[config.mk]
export PLATFORM = sky130hd
export DESIGN_NAME = seg_scan_ctrl
export DESIGN_NICKNAME = d
export VERILOG_FILES = /design/src/rtl/seg_scan_ctrl.sv
export SDC_FILE = /design/constraint.sdc
export NUM_CORES = 1
export LEC_CHECK = 0
export BUFFER_PORTS_ARGS = -buffer_cell sky130_fd_sc_hd__buf_2
export CAP_MARGIN = 20
export CORE_MARGIN = 4
export CORE_UTILIZATION = 40
export CTS_CLUSTER_DIAMETER = 60
export DETAILED_ROUTE_END_ITERATION = 8
export SYNTH_ARGS = -nofsm -noshare
export SYNTH_HDL_FRONTEND = slang
export SYNTH_SLANG_ARGS = --single-unit
[constraint.sdc]
create_clock -name clk -period 3 [get_ports clk]
set_clock_uncertainty 0.1 [all_clocks]
set_input_delay 0.9 -clock clk [delete_from_list [all_inputs] [get_ports clk]]
set_output_delay 0.9 -clock clk [all_outputs]
set_load 0.05 [all_outputs]
[src/rtl/seg_scan_ctrl.sv]
// Time-multiplexed seven-segment scan controller with frame-aligned value commit,
// anti-ghosting dead time and optional leading-zero blanking.

module bcdDecoder (
  input  logic [3:0] hex,
  output logic [0:6] seg
);

  // Active-low segments, written a..g from left to right
  always_comb begin
    seg = 7'b1111111;
    case (hex)
      4'h0: seg = 7'b0000001;
      4'h1: seg = 7'b1001111;
      4'h2: seg = 7'b0010010;
      4'h3: seg = 7'b0000110;
      4'h4: seg = 7'b1001100;
      4'h5: seg = 7'b0100100;
      4'h6: seg = 7'b0100000;
      4'h7: seg = 7'b0001111;
      4'h8: seg = 7'b0000000;
      4'h9: seg = 7'b0000100;
      4'hA: seg = 7'b0001000;
      4'hB: seg = 7'b1100000;
      4'hC: seg = 7'b0110001;
      4'hD: seg = 7'b1000010;
      4'hE: seg = 7'b0110000;
      4'hF: seg = 7'b0111000;
      default: seg = 7'b1111111;
    endcase
  end

endmodule

module seg_scan_ctrl #(
  parameter int DIGITS   = 4,
  parameter int PRESCALE = 50000,
  parameter int GAP_CYC  = 8
) (
  input  logic                  clk,
  input  logic                  rst_n,
  input  logic                  load,
  input  logic [4*DIGITS-1:0]   value,
  input  logic                  blank_lz,
  output logic                  ready,
  output logic [DIGITS-1:0]     an,
  output logic [0:6]            seg,
  output logic                  frame
);

  localparam int CMAX = (PRESCALE > GAP_CYC) ? PRESCALE : GAP_CYC;
  localparam int CW   = $clog2(CMAX) + 1;
  localparam int IW   = (DIGITS > 1) ? $clog2(DIGITS) : 1;

  typedef enum logic {GAP, ON} state_t;

  state_t              state, state_nx;
  logic [CW-1:0]       cnt;
  logic [IW-1:0]       idx;
  logic [4*DIGITS-1:0] disp, pend;
  logic                gap_done, on_done, wrap;
  logic                nonzero, blank;
  logic [3:0]          nib;
  logic [0:6]          dec;

  always_comb begin
    gap_done = (state == GAP) && (cnt == CW'(GAP_CYC - 1));
    on_done  = (state == ON) && (cnt == CW'(PRESCALE - 1));
    wrap     = on_done && (idx == IW'(DIGITS - 1));
    state_nx = state;
    if (gap_done)
      state_nx = ON;
    else if (on_done)
      state_nx = GAP;
  end

  // idx already points at the digit about to light while in GAP
  always_comb begin
    nib     = 4'h0;
    nonzero = 1'b0;
    for (int j = 0; j < DIGITS; j++) begin
      if (IW'(j) == idx)
        nib = disp[4*j +: 4];
      if ((j >= int'(idx)) && (disp[4*j +: 4] != 4'h0))
        nonzero = 1'b1;
    end
    blank = blank_lz && (idx != '0) && !nonzero;
  end

  bcdDecoder u_dec (
    .hex (nib),
    .seg (dec)
  );

  always_ff @(posedge clk or negedge rst_n) begin
    if (!rst_n)
      state <= GAP;
    else
      state <= state_nx;
  end

  always_ff @(posedge clk or negedge rst_n) begin
    if (!rst_n) begin
      cnt   <= '0;
      idx   <= '0;
      disp  <= '0;
      pend  <= '0;
      ready <= 1'b1;
      an    <= '1;
      seg   <= '1;
      frame <= 1'b0;
    end else begin
      frame <= wrap;
      if (gap_done || on_done)
        cnt <= '0;
      else
        cnt <= cnt + 1'b1;

      if (gap_done) begin
        an  <= ~(DIGITS'(1) << idx);
        seg <= blank ? 7'b1111111 : dec;
      end else if (on_done) begin
        an  <= '1;
        seg <= '1;
        idx <= wrap ? '0 : idx + 1'b1;
      end

      // Accept and commit are mutually exclusive because both key off ready
      if (load && ready) begin
        pend  <= value;
        ready <= 1'b0;
      end else if (wrap && !ready) begin
        disp  <= pend;
        ready <= 1'b1;
      end
    end
  end

endmodule

Yosys cells after proc, flatten, opt, wreduce, memory -nomap -nowiden
Memories as Yosys holds them, arrays and structs flattened.
Cells that the tools add are included.
{ "totals": {"inputBits": 20, "out_inout_bits": 13, "mem_count": 1, "mem_bits_ro": 112, "elab_cells": 68, "reg_bits": 65} }
{ "op_classes": {"reduce_logical": 23, "mux": 19, "magnitude_cmp": 3, "addsub": 2, "bitwise_logic": 4, "shifts": 1, "eq_ne": 6} }
{ "mem_list": {"columns": ["name", "depth", "width", "read_ports", "rd_ports_with_merged_regs", "wr", "line", "source"], "rows": [
  ["(no name shown)", 16, 7, 1, 0, 0, "12", "case (hex)"]
]} }
{ "ops": {"columns": ["operator", "n"], "rows": [
  ["$mux W4", 6],
  ["$mux W7", 3],
  ["$add A17 B1 Y17 const B", 1],
  ["$eq A17 B16 Y1 const B", 1],
  ["$eq A17 B3 Y1 const B", 1],
  ["$mux W17", 1],
  ["$reduce_bool A4 Y1", 4],
  ["$logic_and A1 B1 Y1", 10],
  ["$mux W1", 8],
  ["$reduce_bool A2 Y1", 3],
  ["$eq A2 B2 Y1 const A", 2],
  ["$ge A1 B2 Y1 const A", 2],
  ["$not A4 Y4", 1],
  ["$reduce_and A2 Y1", 2],
  ["$shl A1 B2 Y4 const A", 1],
  ["$not A1 Y1", 3],
  ["$add A2 B1 Y2 const B", 1],
  ["$eq A1 B2 Y1 const A", 1],
  ["$eq A2 B2 Y1 const B", 1],
  ["$ge A2 B2 Y1 const A", 1],
  ["$logic_not A1 Y1", 2],
  ["$logic_not A2 Y1", 1],
  ["$mux W2", 1],
  ["$logic_or A1 B1 Y1", 1]
]} }

Longest topological paths before layout
{ "depth": {"depth_word": 10, "depth_mapped": 11} }

Hierarchy
From an unflattened synthesis, not the netlist that was laid out.
{ "hier_totals": {"cells_unflattened": 264, "hier_area_um2": 3253.1} }
{ "by_module_without_submodules": {"columns": ["module", "cells_each", "instances", "area_per_inst_um2", "seq_area_each_um2"], "rows": [
  ["seg_scan_ctrl", 231, 1, 2984.1, 1641.6],
  ["bcdDecoder", 33, 1, 269.0, 0.0]
]} }

Worst setup path after synthesis
No wires, ideal clock.
{ "synth_path": {"path_kind": "reg2reg", "startpoint": "reg idx[1]", "endpoint": "reg seg[3] (netlist name)", "slack_ns": 0.501, "t_arrival_ns": 2.324, "path_buffers": 1, "path_stages_with_launch": 12, "period_less_slack_ns": 2.499, "cell_sequence": "dfrtp_1 > inv_1 > ha_1 > clkbuf_1 > nor2b_1 > a221oi_1 > o31ai_1 > inv_1 > ha_1 > mux2i_1 > mux2_2 > a2bb2oi_1"} }
{ "synth_between": {"elab_chain_cells": 10} }
{ "synth_rtl": {"columns": ["element", "line", "source"], "rows": [
  ["from (decl)", "59", "logic [IW-1:0] idx;"],
  ["from (signal assigned)", "125", "idx <= wrap ? '0 : idx + 1'b1;"],
  ["parallel branches: the longest is 8 deep, another holds $mem_v2 Z16 W7", null, null],
  ["$mux W7 (*)", "121", "seg <= blank ? 7'b1111111 : dec;"],
  ["$mux W7 (*)", "119", "if (gap_done) begin"],
  ["to (signal assigned)", "121", null],
  ["to (decl)", "47", "output logic [0:6] seg,"]
]} }
Every way passes the cells marked *.
A chain may end at the register's enable or synchronous reset.

Final worst setup path
Same ends and word-level chain as after synthesis.

==> impl_metrics.py <==
metrics = {
    "setup_path": {
        "cp_cell_sequence": "inv_1 -> ha_1 -> nor2b_1 -> a221oi_1 -> o31ai_2 -> inv_1 -> ha_1 -> mux2i_1 -> mux2_2 -> a2bb2oi_1",
        "critPathTopFamily": "compound AO/OA/AOI/OAI gates",
        "start_kind": "register",
        "r2r_setup_slack_ns": 0.39,
        "endpoint_kind": "register",
        "worst_ep_arrival_time_ns": 2.79,
        "slowest_stage": "dfrtp_1",
        "worstPathBufferInverterCount": 2,
        "crit_fanout": 9,
        "cp_slowest_stage_delay_ns": 0.40,
        "worstPathRequired_ns": 3.17,
        "path_class": "reg -> reg",
    },
    "die": {
        "num_io_pins": 33,
        "initial_core_util": 0.415,
        "rows": 32,
        "die_x_um": 98.0,
        "die_height_um": 98.0,
        "dieArea_um2": 9600,
        "core_area_um2": 7810,
    },
    "logic_synthesis": {
        "synth-seq-cells": 65,
        "synth_area_leaders": "dfrtp_1, dfstp_2, mux2_2",
        "synth-edff-count": 0,
        "synth_cells": 266,
        "async_reset_ff_frac": 1.00,
        "synth_fp_nets": 298,
        "synthFlopType": "dfrtp_1",
        "seq_area_frac_synth": 0.507,
        "yosysTopAreaCellShare": 0.409,
        "syn-cell-area_um2": 3240,
        "yosys_warnings": 0,
        "synth_cell_types": 53,
        "avgSynthCellArea_um2": 12.2,
        "yosys.area.top_type": "dfrtp_1",
    },
    "clocking": {
        "clock_latency_ns": 0.35,
        "clock_path_buffers": 2,
        "cts_max_level": 3,
        "cts_sinks": 65,
        "root_buffer": "clkbuf_8",
        "post_cts_buffers": 0,
        "path_clk_slew_ns": 0.07,
        "numCtsBuffers": 9,
        "cts_tree": "done",
    },
    "routing": {
        "wl_met3_um": 244,
        "via_per_inst": 5.17,
        "drtAntennaViolNets": 0,
        "dr_total_vias": 2114,
        "dr_wl_met2_um": 2830,
        "wl_per_cell_um": 14.9,
        "wl_met1_um": 2910,
        "routed_wl_um": 6110,
        "drt_first_pass_iters": 5,
        "drt-initial-drc-count": 83,
        "top_layer_used": "met4",
        "drc": 0,
    },
    "flow_run": {
        "maxCapViolations": 0,
    },
    "sta": {
        "final_max_slew_viol_count": 0,
        "setup_viol": 0,
        "setup_tns_ns": 0,
        "hold_viol": 0,
        "min_period_ns": 2.61,
        "worst_pin_slew_ns": 0.659,
        "slew_headroom": 0.559,
        "rsz0062_at_grt": "no",
        "fin_crit_sh": 0.871,
        "max_freq_mhz": 383,
    },
    "grt": {
        "grt_overflow": 0,
        "grt_max_degree": 30,
        "antenna_found_initial": 0,
        "grt_pass1_wl_um": 10600,
        "grt_pass1_vias": 2174,
        "track_usage": 0.138,
    },
    "final_layout": {
        "n_antenna_cell": 0,
        "finish.net_count": 334,
        "multiInputGateArea_um2": 1480,
        "final_common_cell": "dfrtp_1",
        "num-fill-cells": 746,
        "drive_gt1_frac": 0.349,
        "regArea_um2": 1640,
        "syn_to_final_growth_pct": 14.4,
        "postLayoutCellArea_um2": 3700,
        "final_cell_mix": "dfrtp_1, buf_2, mux2_2",
    },
    "pwr": {
        "p_leak_nw": 1.70,
        "peakVddDrop_mv": 0.329,
        "power_per_cell_area_nw_per_um2": 463,
    },
    "run_status": {
        "outcome": "complete, no violations",
    },
    "placement": {
        "portBuffers": 32,
        "place.gp.congestion": 0.828,
        "hpwl_um": 4580,
        "placed_area_um2": 3500,
    },
    "worst_hold_path": {
        "hp-class": "reg -> reg",
    },
}
==> logic make-up (layout without fill, tap and decap cells) <==
logic type / after synthesis / in the layout / share of synthesized area
AND/OR/NAND/NOR: 79 / 79 / 0.145
adder cells (fa/ha/maj): 12 / 12 / 0.0463
XOR/XNOR: 16 / 16 / 0.0433
AO/OA/AOI/OAI: 36 / 36 / 0.0865
multiplexers: 36 / 36 / 0.136
flip-flops: 65 / 65 / 0.507
buffers and inverters: 22 / 63 / 0.0367
==> cells in the mapped netlist, drive strengths merged, types with 3 or more instances <==
library cell and n:
dfrtp 53, mux2 33, nor2 18, nor3 13, dfstp 12, ha 12, xor2 12, inv 10
nand3 10, nand2 9, buf 7, and3 6, a21oi 5, clkbuf 5, a2bb2oi 4, a31oi 4
xnor2 4, a211o 3, a221oi 3, and4 3, mux2i 3, nor2b 3, nor4 3, o21ai 3
==> metrics by stage <==
stage / total power [mW] / utilization / setup WS, ns / hold WS (ns) / cells
2_1_floorplan: 0.948 / - / 0.501 / 0.330 / 266
3_3_place_gp: 0.986 / 0.448 / 0.404 / 0.357 / 393
3_5_place_dp: 0.989 / 0.448 / 0.240 / 0.361 / 393
4_1_cts: 1.75 / 0.474 / 0.236 / 0.373 / 409
5_1_grt: 1.80 / 0.475 / 0.146 / 0.406 / 409
6_report: 1.72 / 0.475 / 0.386 / 0.372 / 409
==> flip-flops by register name, summed over array words and instances, names as in the netlist <==
signal and flops:
disp 16, ready 1, an 4, cnt 17, pend 16, seg 7, idx 2, frame 1
state 1
==> power breakdown <==
group          internal, mW  switching [mW]
registers             0.902          0.0123
logic                0.0303          0.0248
clock network         0.390           0.357
==> worst register-to-register path, cell delays in order (launching register included) <==
cell,delay [ns]
dfrtp_1,0.40
inv_1,0.10
ha_1,0.30
nor2b_1,0.20
a221oi_1,0.13
o31ai_2,0.38
inv_1,0.17
ha_1,0.31
mux2i_1,0.06
mux2_2,0.27
a2bb2oi_1,0.13
==> repair_timing <==
action / CTS / global route
setup endpoints to repair: 0 / 2
hold buffers: 0 / 0
resized for setup: 0 / 1
==> cell type report <==
class / count / area share
sequential: 65 / 0.443
clock inverter: 7 / 0.0216
tap: 102 / 0.0344
multi-input combinational: 179 / 0.401
inverter: 10 / 0.0101
clock buffer: 9 / 0.0334
timing repair buffer: 37 / 0.0567
==> routing by layer <==
metal  GRT usage  up-vias
met3      0.0436       13
li1            -     1032
met1       0.185     1028
met2       0.208       41
met5           0        -
met4      0.0554        0
==> worst paths after layout <==
path | from | end | cells after the start
max | idx[1] | seg[3] | 10
min | cnt[0] | cnt[0] | 1
max reg2reg | idx[1] | seg[3] | 10
min reg2reg | cnt[0] | cnt[0] | 1
max in group asynchronous | rst_n | an[0] | 2
min in group asynchronous | rst_n | cnt[11] | 1
No activity file was read; power rests on OpenSTA's default activity.
